$ cat config.mk
export PLATFORM = sky130hd
export DESIGN_NAME = bmem_line_arbiter
export DESIGN_NICKNAME = d
export VERILOG_FILES = /design/src/rtl/bmem_pkg.sv /design/src/rtl/line_deserializer.sv /design/src/rtl/bmem_line_arbiter.sv
export SDC_FILE = /design/constraint.sdc
export NUM_CORES = 2
export LEC_CHECK = 0
export BUFFER_PORTS_ARGS = -buffer_cell sky130_fd_sc_hd__buf_2
export CAP_MARGIN = 10
export CORE_AREA = 2 2 409 411
export CTS_BUF_LIST = sky130_fd_sc_hd__clkbuf_4 sky130_fd_sc_hd__clkbuf_8
export CTS_CLUSTER_DIAMETER = 120
export DETAILED_ROUTE_END_ITERATION = 6
export DIE_AREA = 0 0 411 413
export PLACE_DENSITY_LB_ADDON = 0.08
export SLEW_MARGIN = 20
export SYNTH_ARGS = -nofsm -noshare
export SYNTH_HDL_FRONTEND = slang
export SYNTH_HIERARCHICAL = 1
export SYNTH_SLANG_ARGS = --single-unit
export TNS_END_PERCENT = 50
$ cat constraint.sdc
create_clock -name clk -period 50.1 [get_ports clk]
set_clock_uncertainty 0.05 [all_clocks]
set_input_delay 2.505 -clock clk [delete_from_list [all_inputs] [get_ports clk]]
set_output_delay 2.505 -clock clk [all_outputs]
set_load 0.02 [all_outputs]
$ cat src/rtl/bmem_pkg.sv
// Shared types and constants for the cacheline-to-burst memory arbiter.
package bmem_pkg;

    localparam int LINE_BITS = 256;
    localparam int BEAT_BITS = 64;
    localparam int BEATS     = LINE_BITS / BEAT_BITS;

    typedef logic [LINE_BITS-1:0] line_t;
    typedef logic [BEAT_BITS-1:0] beat_t;

    typedef enum logic {
        ISSUE_IDLE,
        WRITE_BURST
    } issue_state_t;

    // Burst addresses are always 32-byte aligned.
    function automatic logic [31:0] line_addr(input logic [31:0] a);
        return a & 32'hFFFF_FFE0;
    endfunction

endpackage

$ cat src/rtl/line_deserializer.sv
// Per-port read return tracker: pending flag, tagged address, beat assembly
// into a line buffer and the one-cycle completion pulse.
module line_deserializer
    import bmem_pkg::*;
(
    input  logic        clk,
    input  logic        rst,
    input  logic        issue_i,
    input  logic [31:0] issue_addr_i,
    input  logic        rvalid_i,
    input  logic [31:0] raddr_i,
    input  beat_t       rdata_i,
    output logic        pend_o,
    output logic [31:0] addr_o,
    output logic        match_o,
    output line_t       line_o,
    output logic        resp_o
);

    logic        pend_q, pend_d;
    logic [31:0] addr_q, addr_d;
    logic [1:0]  cnt_q, cnt_d;
    line_t       buf_q, buf_d;
    line_t       line_q, line_d;
    logic        resp_q, resp_d;

    // Pending stays set through the response cycle so the still-held
    // request is not re-issued; beats arriving then are not ours.
    assign match_o = rvalid_i && pend_q && !resp_q && (raddr_i == addr_q);
    assign pend_o  = pend_q;
    assign addr_o  = addr_q;
    assign line_o  = line_q;
    assign resp_o  = resp_q;

    always_comb begin
        pend_d = pend_q;
        addr_d = addr_q;
        cnt_d  = cnt_q;
        buf_d  = buf_q;
        line_d = line_q;
        resp_d = 1'b0;
        if (resp_q) begin
            pend_d = 1'b0;
        end
        if (issue_i) begin
            pend_d = 1'b1;
            addr_d = issue_addr_i;
            cnt_d  = 2'd0;
        end
        if (match_o) begin
            buf_d[{cnt_q, 6'd0} +: BEAT_BITS] = rdata_i;
            cnt_d = cnt_q + 2'd1;
            if (cnt_q == 2'(BEATS - 1)) begin
                resp_d = 1'b1;
                line_d = buf_d;
                cnt_d  = 2'd0;
            end
        end
    end

    always_ff @(posedge clk or posedge rst) begin
        if (rst) begin
            pend_q <= 1'b0;
            addr_q <= '0;
            cnt_q  <= '0;
            buf_q  <= '0;
            line_q <= '0;
            resp_q <= 1'b0;
        end else begin
            pend_q <= pend_d;
            addr_q <= addr_d;
            cnt_q  <= cnt_d;
            buf_q  <= buf_d;
            line_q <= line_d;
            resp_q <= resp_d;
        end
    end

endmodule

$ cat src/rtl/bmem_line_arbiter.sv
// Arbitrates icache/dcache line requests onto a 64-bit, 4-beat burst port;
// read bursts return out of order and are routed back by raddr tag.
//
// state       | meaning
// ISSUE_IDLE  | pick a requester; reads issue here, writes move to WRITE_BURST
// WRITE_BURST | stream dcache write line as 4 beats, beat advances on ready
module bmem_line_arbiter
    import bmem_pkg::*;
(
    input  logic        clk,
    input  logic        rst,
    input  logic [31:0] i_addr,
    input  logic        i_read,
    output line_t       i_rdata,
    output logic        i_resp,
    input  logic [31:0] d_addr,
    input  logic        d_read,
    input  logic        d_write,
    input  line_t       d_wdata,
    output line_t       d_rdata,
    output logic        d_resp,
    output logic [31:0] bmem_addr,
    output logic        bmem_read,
    output logic        bmem_write,
    output beat_t       bmem_wdata,
    input  logic        bmem_ready,
    input  logic [31:0] bmem_raddr,
    input  beat_t       bmem_rdata,
    input  logic        bmem_rvalid,
    output logic        err
);

    issue_state_t state_q, state_d;
    logic         rr_q, rr_d;          // 0: icache wins a tie, 1: dcache wins
    logic [1:0]   wcnt_q, wcnt_d;
    logic         wr_resp_q, wr_resp_d;
    logic         err_q, err_d;

    logic         i_pend, d_pend, i_match, d_match, i_rresp, d_rresp;
    logic [31:0]  i_paddr, d_paddr;
    logic         i_issue, d_issue, i_elig, d_elig;

    line_deserializer u_ides (
        .clk          (clk),
        .rst          (rst),
        .issue_i      (i_issue),
        .issue_addr_i (line_addr(i_addr)),
        .rvalid_i     (bmem_rvalid),
        .raddr_i      (bmem_raddr),
        .rdata_i      (bmem_rdata),
        .pend_o       (i_pend),
        .addr_o       (i_paddr),
        .match_o      (i_match),
        .line_o       (i_rdata),
        .resp_o       (i_rresp)
    );

    line_deserializer u_ddes (
        .clk          (clk),
        .rst          (rst),
        .issue_i      (d_issue),
        .issue_addr_i (line_addr(d_addr)),
        .rvalid_i     (bmem_rvalid),
        .raddr_i      (bmem_raddr),
        .rdata_i      (bmem_rdata),
        .pend_o       (d_pend),
        .addr_o       (d_paddr),
        .match_o      (d_match),
        .line_o       (d_rdata),
        .resp_o       (d_rresp)
    );

    // A read aliasing the other port's outstanding line waits so raddr stays unambiguous.
    assign i_elig = i_read && !i_pend && !(d_pend && (d_paddr == line_addr(i_addr)));
    assign d_elig = (d_read || d_write) && !d_pend && !wr_resp_q &&
                    (d_write || !(i_pend && (i_paddr == line_addr(d_addr))));

    assign i_resp = i_rresp;
    assign d_resp = d_rresp || wr_resp_q;
    assign err    = err_q;

    always_comb begin
        state_d    = state_q;
        rr_d       = rr_q;
        wcnt_d     = wcnt_q;
        wr_resp_d  = 1'b0;
        i_issue    = 1'b0;
        d_issue    = 1'b0;
        bmem_read  = 1'b0;
        bmem_write = 1'b0;
        bmem_addr  = '0;
        bmem_wdata = '0;
        case (state_q)
            ISSUE_IDLE: begin
                if (i_elig && (!d_elig || !rr_q)) begin
                    bmem_read = 1'b1;
                    bmem_addr = line_addr(i_addr);
                    if (bmem_ready) begin
                        i_issue = 1'b1;
                        rr_d    = 1'b1;
                    end
                end else if (d_elig) begin
                    bmem_addr = line_addr(d_addr);
                    if (d_write) begin
                        state_d = WRITE_BURST;
                        wcnt_d  = 2'd0;
                        rr_d    = 1'b0;
                    end else begin
                        bmem_read = 1'b1;
                        if (bmem_ready) begin
                            d_issue = 1'b1;
                            rr_d    = 1'b0;
                        end
                    end
                end
            end
            WRITE_BURST: begin
                bmem_write = 1'b1;
                bmem_addr  = line_addr(d_addr);
                bmem_wdata = d_wdata[{wcnt_q, 6'd0} +: BEAT_BITS];
                if (bmem_ready) begin
                    wcnt_d = wcnt_q + 2'd1;
                    if (wcnt_q == 2'(BEATS - 1)) begin
                        state_d   = ISSUE_IDLE;
                        wr_resp_d = 1'b1;
                    end
                end
            end
            default: state_d = ISSUE_IDLE;
        endcase
        // Outputs must read 0 for the whole reset window, not just after it.
        if (rst) begin
            bmem_read  = 1'b0;
            bmem_write = 1'b0;
            bmem_addr  = '0;
            bmem_wdata = '0;
            i_issue    = 1'b0;
            d_issue    = 1'b0;
        end
    end

    always_comb begin
        err_d = err_q;
        if (bmem_rvalid && !i_match && !d_match)          err_d = 1'b1;
        if (d_read && d_write)                            err_d = 1'b1;
        if (i_pend && !i_rresp && !i_read)                err_d = 1'b1;
        if (d_pend && !d_rresp && !d_read)                err_d = 1'b1;
        if ((state_q == WRITE_BURST) && !d_write)         err_d = 1'b1;
    end

    always_ff @(posedge clk or posedge rst) begin
        if (rst) begin
            state_q   <= ISSUE_IDLE;
            rr_q      <= 1'b0;
            wcnt_q    <= '0;
            wr_resp_q <= 1'b0;
            err_q     <= 1'b0;
        end else begin
            state_q   <= state_d;
            rr_q      <= rr_d;
            wcnt_q    <= wcnt_d;
            wr_resp_q <= wr_resp_d;
            err_q     <= err_d;
        end
    end

endmodule
==> impl_metrics.csv <==
group,metric,value,unit
setup_path,worst_path_most_repeated_cell,"sky130_fd_sc_hd__buf_2",
setup_path,max_stage_delay,0.90,ns
drt,antenna_violating_nets_post_route,0,
placement,place_worst_setup_slack,42.01,ns
placement,dp_hpwl,172000,um
clocking,worstSkewPairLatency,0.94,ns
setup_path,cp_cell_sequence,"buf_2, xor2_1, nor4_1, nand4_1, o21ai_1, a41o_1, a22o_1, buf_2",
clocking,cts_root_cell,"sky130_fd_sc_hd__clkbuf_8",
power_and_ir_drop,power_per_cell_area,38.5,nW/um^2
placement,gp_congestion,1.01,
sta,hold_viol_final,0,
floorplanning,io-pin-count,1036,
sta,grt_setup_unrepaired,"no",
sta,slew_viol_final,0,
setup_path,critPathBufInv,2,
synth,postSynthRegisterBits,1102,
floorplanning,die_height,413,um
setup_path,worstSetupEndpointType,"output pin",
grt,grt_antenna_before_repair,130,
outcome,status,"complete, no violations",
hold_path,timing.hold.worst.class,"reg -> reg",
setup_path,path_max_fanout,27,
sta,worst_slew_margin_rel,20.3,%
setup_path,setup.worst_path.class,"in -> out",
synth,synthesis.yosys.warnings,6,
clocking,cts_inserted_buffers,199,
drt,num_vias,40200,
drt,first_iter_violations,2918,
drt,wl_per_cell,31.0,um
sta,post_layout_worst_setup_margin,42.03,ns
clocking,clkTransAtPathRegs,0.06,ns
synth,synth_enable_flop_cells,0,
drt,via_per_inst,5.06,
sta,hold_ws,0.449,ns
setup_path,worst-endpoint-arrival,5.51,ns
layout,flow.area_growth_from_synthesis,18.4,%
clocking,cts_htree_levels,4,
synth,dominantRegCellSynth,"sky130_fd_sc_hd__dfrtp_1",
clocking,cts.repair_timing.setup_buffer_count,0,
setup_path,cpLargestDelayFamily,"compound AO/OA/AOI/OAI gates",
power_and_ir_drop,leakage,30.8,nW
grt,grt_util_all_layers,28.4,%
clocking,post_cts_resized,0,
sta,report.final.setup_viol,0,
grt,grt_overflow,0,
sta,tightestPinTransition,1.19,ns
drt,totalWireLength,246000,um
floorplanning,rows,150,
grt,first_pass_grt_wire_length,337000,um
sta,min_period,8.07,ns
layout,layout-drive-gt1-share,41.8,%
synth,netlist_area,53100,um^2
clocking,cts_buffer_depth,3,
sta,final_min_period_over_clock_period,16.1,%
synth,netlist_instances,4621,
synth,post_synth.cell_area_avg,11.5,um^2
placement,buffer_ports.inserted,1020,
power_and_ir_drop,power.ir.vdd_worst,0.0000305,V
synth,synth.lib_cells_used.distinct,54,
flow_run,max-cap-violations,0,
synth,synth_async_sr_flop_share,100,%
setup_path,worst_setup_path_start_kind,"input port",
clocking,postCtsHoldBufs,0,
floorplanning,fp.dieW,411,um
setup_path,cp_data_required_time,47.54,ns
synth,synth.yosys.seq_area_share,51.9,%
setup_path,critPathSlowestCell,"sky130_fd_sc_hd__a41o_1",
layout,fin_nets,5909,
drt,drcViolationCount,0,
floorplanning,coreArea,166000,um^2
clocking,clock_sinks,1102,
floorplanning,start_util,32.0,%
floorplanning,die_area,170000,um^2
clocking,cts_tree,"built",
sta,setup_tns,0,ns
grt,pin_count_of_the_biggest_net_entering_global_routing,159,
sta,max_freq,0.124,GHz
grt,first_global_vias,39500,
drt,drt_first_pass_iters,5,
==> sequential cells by signal, indices dropped and copies added (netlist names) <==
signal,flops
err,1
rr_q,1
state_q,1
u_ddes/addr_o,32
u_ddes/buf_q,256
u_ddes/cnt_q,2
u_ddes/line_o,256
u_ddes/pend_o,1
u_ddes/resp_o,1
u_ides/addr_o,32
u_ides/buf_q,256
u_ides/cnt_q,2
u_ides/line_o,256
u_ides/pend_o,1
u_ides/resp_o,1
wcnt_q,2
wr_resp_q,1
==> logic make-up after synthesis <==
kind of cell    Yosys count  share of synthesized area, %
flops                  1102                          51.9
compound gates         1065                          14.5
buf+inv                 966                          10.0
simple gates            710                          6.29
mux                     645                          15.0
xor+xnor                119                          1.96
fa+ha+maj                13                         0.306
other cells               1                       0.00706
==> report_power, final <==
part           switching, W  internal [W]  total (W)
clock              0.000409      0.000505   0.000914
combinational      0.000369      0.000175   0.000545
sequential        0.0000450      0.000919   0.000964
total              0.000823       0.00160    0.00242
==> area by class of cell <==
class / instances / area [um^2]
sequential: 1102 / 27600
fill: 16700 / 103000
clock inverter: 30 / 244
clock buffer: 323 / 4000
timing repair buffer: 1081 / 5620
tap: 2204 / 2760
inverter: 522 / 1970
antenna: 117 / 293
multi-input combinational: 2567 / 20400
==> cell usage in the layout (no fill, tap or decap), drive strengths merged, types with 4 or more instances in the layout <==
master  instances
xor2           84
inv           535
o21ai         514
nor2b           4
mux2          580
diode         117
nor4           25
nor3           11
nand4          20
nand3           6
and4           12
clkinv         17
buf          1081
and2           66
nor2           19
a22o          539
dfrtp        1102
ha             13
nand2         521
xnor2          35
mux4           64
conb           15
or4             5
clkbuf        323
==> stage by stage <==
step / power [W] / instances / utilization, % / instance area [um^2]
2_1_floorplan: 0.00130 / 4635 / - / 53200
3_3_place_gp: 0.00153 / 7474 / 35.1 / 58300
3_5_place_dp: 0.00153 / 7474 / 35.1 / 58300
4_1_cts: 0.00246 / 7827 / 37.7 / 62500
5_1_grt: 0.00253 / 7926 / 37.9 / 62800
6_report: 0.00242 / 7946 / 37.9 / 62900
==> synthesized netlist by cell type, types with 2 or more instances <==
cell type,number,share of area (%)
sky130_fd_sc_hd__or2_2,3,0.035
sky130_fd_sc_hd__buf_2,61,0.57
sky130_fd_sc_hd__dfrtp_1,1102,52
sky130_fd_sc_hd__o21ai_0,512,4.8
sky130_fd_sc_hd__inv_1,522,3.7
sky130_fd_sc_hd__a22o_2,220,4.1
sky130_fd_sc_hd__nor3b_4,2,0.071
sky130_fd_sc_hd__mux4_2,64,2.7
sky130_fd_sc_hd__or4_4,4,0.085
sky130_fd_sc_hd__buf_4,135,1.9
sky130_fd_sc_hd__and2_1,66,0.78
sky130_fd_sc_hd__xnor2_1,35,0.58
sky130_fd_sc_hd__xor2_1,84,1.4
sky130_fd_sc_hd__nor4bb_1,2,0.038
sky130_fd_sc_hd__a31oi_1,2,0.024
sky130_fd_sc_hd__nand3_1,6,0.057
sky130_fd_sc_hd__buf_1,29,0.20
sky130_fd_sc_hd__mux2_2,580,12
sky130_fd_sc_hd__nor4b_1,2,0.033
sky130_fd_sc_hd__nor2_1,19,0.13
sky130_fd_sc_hd__clkbuf_1,113,0.80
sky130_fd_sc_hd__nand2_1,521,3.7
sky130_fd_sc_hd__o21bai_1,2,0.028
sky130_fd_sc_hd__a22o_1,319,5.3
sky130_fd_sc_hd__nand4b_1,2,0.033
sky130_fd_sc_hd__nand3b_1,2,0.028
sky130_fd_sc_hd__buf_6,70,1.5
sky130_fd_sc_hd__and4_1,12,0.20
sky130_fd_sc_hd__nand4_4,9,0.36
sky130_fd_sc_hd__and3b_1,3,0.049
sky130_fd_sc_hd__buf_12,36,1.4
sky130_fd_sc_hd__nand2b_1,2,0.024
sky130_fd_sc_hd__nor3_1,11,0.10
sky130_fd_sc_hd__nor4_1,23,0.27
sky130_fd_sc_hd__nor2b_1,4,0.047
sky130_fd_sc_hd__o21ai_1,2,0.019
sky130_fd_sc_hd__nand4_1,11,0.13
sky130_fd_sc_hd__ha_1,13,0.31
==> final timing paths <==
kind | startpoint | endpoint | slack [ns] | cells past startpoint
hold / removal | u_ides/line_o[161] | u_ides/line_o[161] | 0.45 | 1
max in group asynchronous | rst | u_ddes/line_o[213] | 44.21 | 6
setup reg to reg | u_ides/addr_o[12] | u_ides/buf_q[236] | 45.75 | 6
setup / recovery | i_addr[20] | bmem_addr[17] | 42.03 | 8
min in group asynchronous | rst | err | 1.66 | 2
hold reg to reg | u_ides/line_o[161] | u_ides/line_o[161] | 0.45 | 1
==> per-layer routing <==
| layer | global-route usage, % | vias up | routed length, um |
|---|---|---|---|
| li1 | - | 17600 | - |
| met1 | 34.5 | 20800 | 98200 |
| met2 | 48.4 | 1322 | 123000 |
| met3 | 5.88 | 441 | 13400 |
| met4 | 12.6 | 42 | 11000 |
| met5 | 0 | - | 241 |
No activity file was read; power rests on OpenSTA's default activity.
